$ cat src/rtl/clkswitch_req_ctrl.sv
// clkswitch_req_ctrl: low-speed-domain requester driving hsclk_sel into the CPU clock switch.
// Optional watchdog enabled by defining CLKSW_TIMEOUT_EN.
module clkswitch_req_ctrl #(
  parameter int unsigned LS_HOLD = 4,
  parameter int unsigned TIMEOUT = 15
) (
  input  logic       lsclk_in,
  input  logic       rst_b,
  input  logic       hs_req,
  input  logic       force_ls,
  input  logic       lsclk_selected,
  input  logic       hsclk_selected,
  output logic       hsclk_sel,
  output logic       switching,
  output logic       in_hs,
  output logic [7:0] sw_count,
  output logic       timeout_err
);
  typedef enum logic [1:0] {LS_RUN, REQ_HS, HS_RUN, REQ_LS} state_t;
  state_t state, state_nxt;
  logic [7:0] hold, hold_dec;
  logic [1:0] sync;
  logic hs_ack, tmo;
  if (LS_HOLD > 255 || TIMEOUT < 1 || TIMEOUT > 255) begin : g_chk
    $error("clkswitch_req_ctrl: parameter out of range");
  end
  assign hs_ack = sync[1];
  // Counting the decremented value lets the request leave on the LS_HOLD-th edge after entry.
  assign hold_dec = hold == 8'd0 ? 8'd0 : hold - 8'd1;
`ifdef CLKSW_TIMEOUT_EN
  logic [7:0] timer, timer_inc;
  logic in_req;
  assign in_req = state == REQ_HS || state == REQ_LS;
  assign timer_inc = timer == 8'hff ? 8'hff : timer + 8'd1;
  assign tmo = in_req && timer_inc == 8'(TIMEOUT);
  always_ff @(posedge lsclk_in or negedge rst_b)
    if (!rst_b) begin
      timer <= 8'd0;
      timeout_err <= 1'b0;
    end else begin
      timer <= state_nxt != state ? 8'd0 : in_req ? timer_inc : timer;
      timeout_err <= timeout_err | tmo;
    end
`else
  assign tmo = 1'b0;
  assign timeout_err = 1'b0;
`endif
  always_ff @(posedge lsclk_in or negedge rst_b)
    if (!rst_b) begin
      state <= LS_RUN;
      hold <= 8'(LS_HOLD);
      sync <= 2'b00;
      sw_count <= 8'd0;
    end else begin
      state <= state_nxt;
      hold <= state == LS_RUN ? hold_dec : 8'(LS_HOLD);
      sync <= {sync[0], hsclk_selected};
      sw_count <= sw_count + 8'(state == REQ_HS && state_nxt == HS_RUN);
    end
  always_comb begin
    state_nxt = state;
    case (state)
      LS_RUN: state_nxt = hs_req && !force_ls && hold_dec == 8'd0 && lsclk_selected ? REQ_HS : LS_RUN;
      REQ_HS: state_nxt = force_ls || !hs_req || tmo ? REQ_LS : hs_ack ? HS_RUN : REQ_HS;
      HS_RUN: state_nxt = force_ls || !hs_req || !hs_ack ? REQ_LS : HS_RUN;
      REQ_LS: state_nxt = lsclk_selected && !hs_ack ? LS_RUN : REQ_LS;
    endcase
  end
  always_comb begin
    hsclk_sel = state == REQ_HS || state == HS_RUN;
    switching = state == REQ_HS || state == REQ_LS;
    in_hs = state == HS_RUN;
  end
endmodule

$ cat config.mk
export PLATFORM = sky130hd
export DESIGN_NAME = clkswitch_req_ctrl
export DESIGN_NICKNAME = d
export VERILOG_FILES = /design/src/rtl/clkswitch_req_ctrl.sv
export SDC_FILE = /design/constraint.sdc
export NUM_CORES = 1
export LEC_CHECK = 0
export BUFFER_PORTS_ARGS = -buffer_cell sky130_fd_sc_hd__buf_2
export CORE_AREA = 2 2 47 49
export CTS_CLUSTER_DIAMETER = 150
export DETAILED_ROUTE_END_ITERATION = 8
export DIE_AREA = 0 0 49 51
export GPL_TIMING_DRIVEN = 1
export MAX_ROUTING_LAYER = met4
export PLACE_DENSITY = 0.79
export SETUP_SLACK_MARGIN = 0.3
export SLEW_MARGIN = 20
export SYNTH_ARGS = -nofsm -noshare
export SYNTH_HDL_FRONTEND = slang
export SYNTH_SLANG_ARGS = --single-unit
$ cat constraint.sdc
create_clock -name lsclk_in -period 4.8 [get_ports lsclk_in]
set_input_delay 0.72 -clock lsclk_in [delete_from_list [all_inputs] [get_ports lsclk_in]]
set_output_delay 0.72 -clock lsclk_in [all_outputs]
set_load 0.005 [all_outputs]
-- Word-level counts from Yosys, hierarchy flattened
Index checks and enable logic that the tools add are counted.
- register bits: 20
- logic and storage cells: 33
- add/subtract/negate cells: 2
- equality and inequality tests: 4
- muxes and demuxes: 8
- reductions and logical operators: 15
- operators by type and width (cell ; count):
    logical NOT 8 bit ; 2
    two-way mux 8 bit ; 2
    adder 8 x 1 -> 8 bit ; 1
    case mux 2 bit (4 select lines) ; 1
    subtractor 8 x 1 -> 8 bit, second input constant ; 1
    == test 2 bit, second input constant ; 3
    two-way mux 2 bit ; 3
    logical AND 1 bit ; 5
    logical OR 1 bit ; 4
    logical NOT 1 bit ; 3
    == test 2 x 1 -> 1 bit, second input constant ; 1
    logical NOT 2 bit ; 1
    two-way mux 1 bit ; 2

-- Longest topological paths before layout
Gate-level depths: netlist of the first run.
- depth after elaboration: 10
- gate-level depth with buffers: 9
- mapped depth without buffers: 9

-- Least setup slack after synthesis of the first run
No wires, ideal clock.
- path type: input port to flip-flop
- from: input force_ls
- to: register sw_count[7]
- setup time: 0.123 ns
- arrival time: 2.029 ns
- data required time: 4.677 ns
- setup slack: 2.649 ns
- stages: 8
- path through: nand2b_1 > nor3b_1 > nor3b_1 > ha_1 > nand3_1 > nor2_1 > nand2_1 > xnor2_1
- longest elaborated chain between the ends: 9
- ends and longest elaborated chain (what ; line ; source):
    start, declared ; 10 ; input logic force_ls,
    logical NOT 1 bit ; 63 ; LS_RUN: state_nxt = hs_req && !force_ls && hold_dec == 8'd0 && lsclk_selected ? REQ_HS : LS_RUN;
    logical AND 1 bit (3 in series) ; 63 ;
    two-way mux 1 bit ; 63 ;
    case mux 2 bit (4 select lines) * ; 62 ; case (state)
    == test 2 bit * ; 58 ; sw_count <= sw_count + 8'(state == REQ_HS && state_nxt == HS_RUN);
    logical AND 1 bit * ; 58 ;
    adder 8 x 1 -> 8 bit * ; 58 ;
    end signal, assigned ; 58 ;
    end, declared ; 16 ; output logic [7:0] sw_count,
Every way passes the cells marked *; elsewhere a longest branch is shown, timed or not.

-- Worst setup path after layout of the first run
Same ends and word-level chain as after synthesis.

==> impl_metrics.tcl, run 1 <==
set metrics [dict create \
    wire_per_inst_um 12.0 \
    path_buf_inv 1 \
    cts_buffer_depth 2 \
    rr_endpoint "sw_count[7]" \
    postCtsHoldBufs 0 \
    run_status "complete, no violations" \
    placed_area_um2 1160 \
    drv_slew 0 \
    detailedPlace.worstSlack_ns 2.36 \
    core.rowCount 17 \
    critPathMaxStageDelay_ns 0.29 \
    fillCellCount 205 \
    grt_antenna_before_repair 0 \
    setup_viol 0 \
    grt_pass1_vias 662 \
    synthTopCellsByArea "dfrtp_1 44%, ha_1 9.3%, xnor2_1 5.7%" \
    synth_top_area_share_pct 44.0 \
    p_int_mw 0.334 \
    firstDrtPassIters 4 \
    cts_max_level 1 \
    fin_util_pct 58.0 \
    yosys.area.top_type "dfrtp_1" \
    syn_inst 106 \
    clock-skew-final_ns 0.00635 \
    worstReg2RegStart "state[0]" \
    wirelength_um 1780 \
    coreArea_um2 2060 \
    rsz0062_at_grt "no" \
    ys_types 34 \
    io_buffers 16 \
    path_cells "buf_2 -> nand2b_1 -> nor3b_1 -> nor3b_1 -> ha_1 -> nand3_1 -> nor2_1 -> nand2_1 -> xnor2_1" \
    antenna_left 0 \
    grt_usage_pct 16.4 \
    dpl.hpwl_um 1370 \
    postCtsSetupBuffers 0 \
    diodes 0 \
    synth_top_family_by_area "simple AND/OR/NAND/NOR gates" \
    fmax_mhz 471 \
    syn-cell-area_um2 1080 \
    start_util_pct 52.4 \
    cts-root-buf "clkbuf_4" \
    path_clk_slew_ns 0.11 \
    synth_adder_area_share_pct 9.26 \
    avgViaCountPerCell 5.15 \
    power.leakage_nw 0.585 \
    vias 767 \
    async_flop_share_pct 100 \
    avgSynthCellArea_um2 10.2 \
    hold_path.class "in2async" \
    cts_tree "yes" \
    ios 18 \
    path_delay_family "simple AND/OR/NAND/NOR gates" \
    synth_edf_count 0 \
    area_delta_synth_final_pct 10.8 \
    worstSetupPathType "in2reg" \
    place_congestion 0.831 \
    yosys_most_used_dff "dfrtp_1" \
    worstSetupStartpointType "input pin" \
    pwr-share-seq_pct 49.8 \
    stdcell_area_um2 1200 \
    required_ns 4.98 \
    drive_above_1_share_pct 19.0 \
    cts.sinks 20 \
    switching_share_pct 36.5 \
    reg2reg_slack_ns 2.70 \
    cts_buffers 3 \
    synthMuxAreaShare_pct 0.926 \
    worstPathMaxFanout 3 \
    clk_latency_ns 0.29 \
    combPwrFrac_pct 32.5 \
    drc 0 \
    synth_xor_area_share_pct 8.10 \
    finalCriticalPeriod_ns 2.13 \
    drtIter0Drc 4 \
    layout_common_cells "19 x dfrtp_1, 16 x buf_2, 12 x nor2_1" \
    cp_slowest_cell "nor3b_1" \
    r2r_cells 8 \
    place_inst 145 \
    vdd.ir_drop.worst_mv 0.252 \
    ys_seq_elements 20 \
    cpMostUsedCell "nor3b_1" \
    die_h_um 51 \
    power_mw 0.527 \
    yosysWarnings 0 \
    grt-ovfl-total 0 \
    ys_seq_area_share_pct 46.4 \
    synth-simple-area-share_pct 22.0 \
    cts_resized 0 \
    power_density_nw_per_um2 440 \
    die_w_um 49 \
    pwr-share-clk_pct 17.7 \
    grt_max_degree 21 \
    synth_compound_area_share_pct 7.99 \
    finalWorstSetupSlack_ns 2.67 \
    fin_setup_tns_ns 0 \
    maxCapViolCount 0 \
    arrival_ns 2.31 \
    grt_pass1_wl_um 3070 \
    hold_viol_final 0 \
    end_kind "flip-flop" \
    whs_ns 0.355 \
    syn-num-nets 120 \
    final_nets 136 \
    fin_crit_sh_pct 44.3 \
    stdcell_count 149 \
    switchingPower_mw 0.192 \
    die-area_um2 2500 \
    final_common_cell "dfrtp_1" \
]
-- routing by layer --
metal	track usage, %	part of all wire, %	vias to the layer above
met5	-	0	-
met4	4.29	1.2	0
met3	1.75	2.9	2
met2	26.5	49	13
met1	22.2	47	367
li1	-	-	385
-- cell type report --
type | instances | area [um2] | area share (%)
inverters | 5 | 18.8 | 1.57
well taps | 28 | 35.0 | 2.93
multi-input cells | 76 | 526 | 43.9
clock buffers | 4 | 36.3 | 3.03
repair buffers | 16 | 80.1 | 6.69
flip-flops and latches | 20 | 502 | 41.9
-- cells by family after synthesis --
group | Yosys count
AO/OA/AOI/OAI | 13
XOR/XNOR | 10
adder cells (fa/ha/maj) | 8
buffers and inverters | 10
flip-flops | 20
multiplexers | 1
other | 1
AND/OR/NAND/NOR | 43
-- sequential cells by signal, summed over array words and instances (netlist names) --
signal and cells:
sync 2, sw_count 8, hold 8, state 2
-- power by group through the flow --
stage               logic (mW)  clock network [mW]  registers, mW
detailed placement       0.172                   0          0.267
floorplan                0.182                   0          0.231
finish                   0.171              0.0931          0.262
global route             0.196               0.103          0.272
CTS                      0.172              0.0972          0.263
global placement         0.166                   0          0.264
-- worst register-to-register path: stages, from the launching register on --
cell and delay (ns):
dfrtp_1 0.42, ha_1 0.24, nor3b_1 0.27, nor3b_1 0.29
ha_1 0.25, nand3_1 0.12, nor2_1 0.19, nand2_1 0.09
xnor2_1 0.12
-- worst max path at each step --
stage	start	to	slack, ns	cells after the start
after CTS	force_ls	sw_count[7]	2.66	9
final	force_ls	sw_count[7]	2.67	9
after floorplan	force_ls	sw_count[7]	2.65	8
after global placement	force_ls	sw_count[7]	2.48	9
after detailed placement	force_ls	sw_count[7]	2.36	9
after global routing	state[0]	sw_count[7]	2.42	8
-- cells in the mapped netlist, types with 3 or more instances --
library cell and n:
xor2_1 3, nand3_1 6, nor3_1 3, xnor2_1 7
ha_1 8, a21oi_1 3, nand3b_1 3, inv_1 5
nor2_1 12, nand2b_1 3, dfrtp_1 19, nor3b_1 3
nand2_1 6
(Power assumes the default switching activity.)
==> run 2: changes to the inputs <==
Settings changed: CORE_AREA 2 2 47 49 to 2 2 50 52, DIE_AREA 0 0 49 51 to 0 0 52 54, PLACE_DENSITY 0.79 to 0.73.
Clock period 4.8 ns to 1.8 ns, I/O delays scaled along.
==> run 2 against run 1 <==
The flow now finishes with violations (setup timing); clock power rose to 2.8 times the previous value; cell area rose by 24%; via count rose by 14%; first-iteration DRC count rose to 3.5 times the previous value; die area rose by 12%.
==> impl_metrics.tcl, run 2 (synthesis results as in run 1) <==
set metrics [dict create \
    final_common_cell "dfrtp_1" \
    seq_area_um2 502 \
    power.leakage_nw 0.704 \
    rsz0062_at_grt "yes" \
    p_int_mw 1.03 \
    clock-skew-final_ns 0.0151 \
    critPathMaxStageDelay_ns 0.44 \
    end_kind "flip-flop" \
    multi_input_area_um2 646 \
    worstPathMaxFanout 3 \
    drive_above_1_share_pct 41.7 \
    clk_latency_ns 0.30 \
    hold_viol_final 0 \
    pwr-share-clk_pct 16.1 \
    cts_tree "yes" \
    power_density_nw_per_um2 1100 \
    vias 874 \
    path_cells "inv_1 -> ha_4 -> inv_1 -> nor3b_4 -> ha_2 -> nand3_2 -> nor2_2 -> nand2_1 -> xnor2_1" \
    grt_antenna_before_repair 0 \
    drv_slew 0 \
    wirelength_um 2390 \
    hold_path.class "in2reg" \
    io_buffers 16 \
    finalWorstSetupSlack_ns -0.109 \
    arrival_ns 2.09 \
    layout_common_cells "19 x dfrtp_1, 15 x buf_2, 14 x buf_4" \
    placed_area_um2 1200 \
    fin_util_pct 63.8 \
    startpoint "state[1]" \
    wire_per_inst_um 14.1 \
    final_nets 154 \
    setup_viol 6 \
    finalCriticalPeriod_ns 1.91 \
    worstSetupStartpointType "flip-flop" \
    die_h_um 54 \
    core.rowCount 18 \
    reg2reg_slack_ns -0.11 \
    fmax_mhz 524 \
    pwr-share-seq_pct 43.0 \
    area_delta_synth_final_pct 36.9 \
    stdcell_count 169 \
    place_congestion 0.847 \
    cts_max_level 1 \
    violations "setup timing" \
    gr-usage-met2_pct 30.8 \
    grt.busiest_layer "met2" \
    drc 0 \
    place_inst 148 \
    vdd.ir_drop.worst_mv 0.683 \
    diodes 0 \
    worstReg2RegStart "state[1]" \
    hold_end "sync[0]" \
    met1_usage_pct 19.4 \
    stdcell_area_um2 1480 \
    coreArea_um2 2320 \
    grt_usage_pct 16.6 \
    fin_crit_sh_pct 106 \
    whs_ns 0.0653 \
    switching_share_pct 37.0 \
    worstSetupPathType "reg2reg" \
    cts-root-buf "clkbuf_4" \
    combPwrFrac_pct 41.0 \
    drtIter0Drc 14 \
    reg.largest.list "hold (8), sw_count (8)" \
    path_clk_slew_ns 0.12 \
    start_util_pct 46.6 \
    switchingPower_mw 0.602 \
    grt_max_degree 21 \
    ios 18 \
    use_met3_pct 3.33 \
    dpl.hpwl_um 1510 \
    fillCellCount 183 \
    firstDrtPassIters 4 \
    hold_depth 1 \
    rr_endpoint "sw_count[7]" \
    avgViaCountPerCell 5.17 \
    cts.sinks 20 \
    die-area_um2 2810 \
    die_w_um 52 \
    grt_pass1_vias 815 \
    cpMostUsedCell "inv_1" \
    cts_buffers 3 \
    cts_buffer_depth 2 \
    r2r_cells 9 \
    run_status "finished, violations left" \
    min_from "hsclk_selected" \
    maxCapViolCount 0 \
    cp_slowest_cell "dfrtp_1" \
    detailedPlace.worstSlack_ns -0.0483 \
    grt-ovfl-total 0 \
    required_ns 1.98 \
    antenna_left 0 \
    grt_pass1_wl_um 3380 \
]
[run 2: worst max path at each step]
stage                       end  slack, ns  cells after the start
floorplan           sw_count[7]       0.12                      8
finish              sw_count[7]      -0.11                      9
detailed placement  sw_count[7]      -0.05                      8
CTS                 sw_count[7]      -0.03                      8
global route        sw_count[7]      -0.19                      9
global placement    sw_count[7]       0.07                      8
[run 2: power by group through the flow]
stage,Sequential [mW],Combinational [mW],Clock [mW]
6_report,0.700,0.667,0.262
5_1_grt,0.721,0.729,0.286
4_1_cts,0.698,0.609,0.273
3_5_place_dp,0.712,0.480,0
3_3_place_gp,0.702,0.454,0
2_1_floorplan,0.616,0.502,0
[run 2: per-layer routing]
metal	part of all wire, %	vias up
met5	0	-
met4	0.75	0
met3	4.0	4
met2	53	26
met1	43	416
li1	-	428
[run 2: per-stage QoR]
step                      power, mW  TNS (ns)
after CTS                      1.58   -0.0295
after detailed placement       1.19   -0.0483
after global routing           1.74    -0.816
after floorplan                1.12         0
after global placement         1.16         0
final                          1.63    -0.257
[run 2: repair_timing]
action	4_1_cts	5_1_grt
endpoints found under the hold margin	19	0
pin swaps	7	8
resized for setup	6	18
buffers inserted	11	5
hold buffers	1	0
setup endpoints to repair	14	13
[run 2: layout make-up]
class	count	area share [%]
tap	30	2.54
clock buffer	4	2.45
timing repair buffer	34	15.9
multi-input combinational	76	43.6
inverter	5	1.61
sequential	20	33.9
[run 2: critical path: cells and delay by family, from the launching register on]
kind          cells  cell delay (ns)
xor+xnor          1             0.13
simple gates      4             0.54
fa+ha+maj         2             0.40
buf+inv           2             0.28
flops             1             0.44
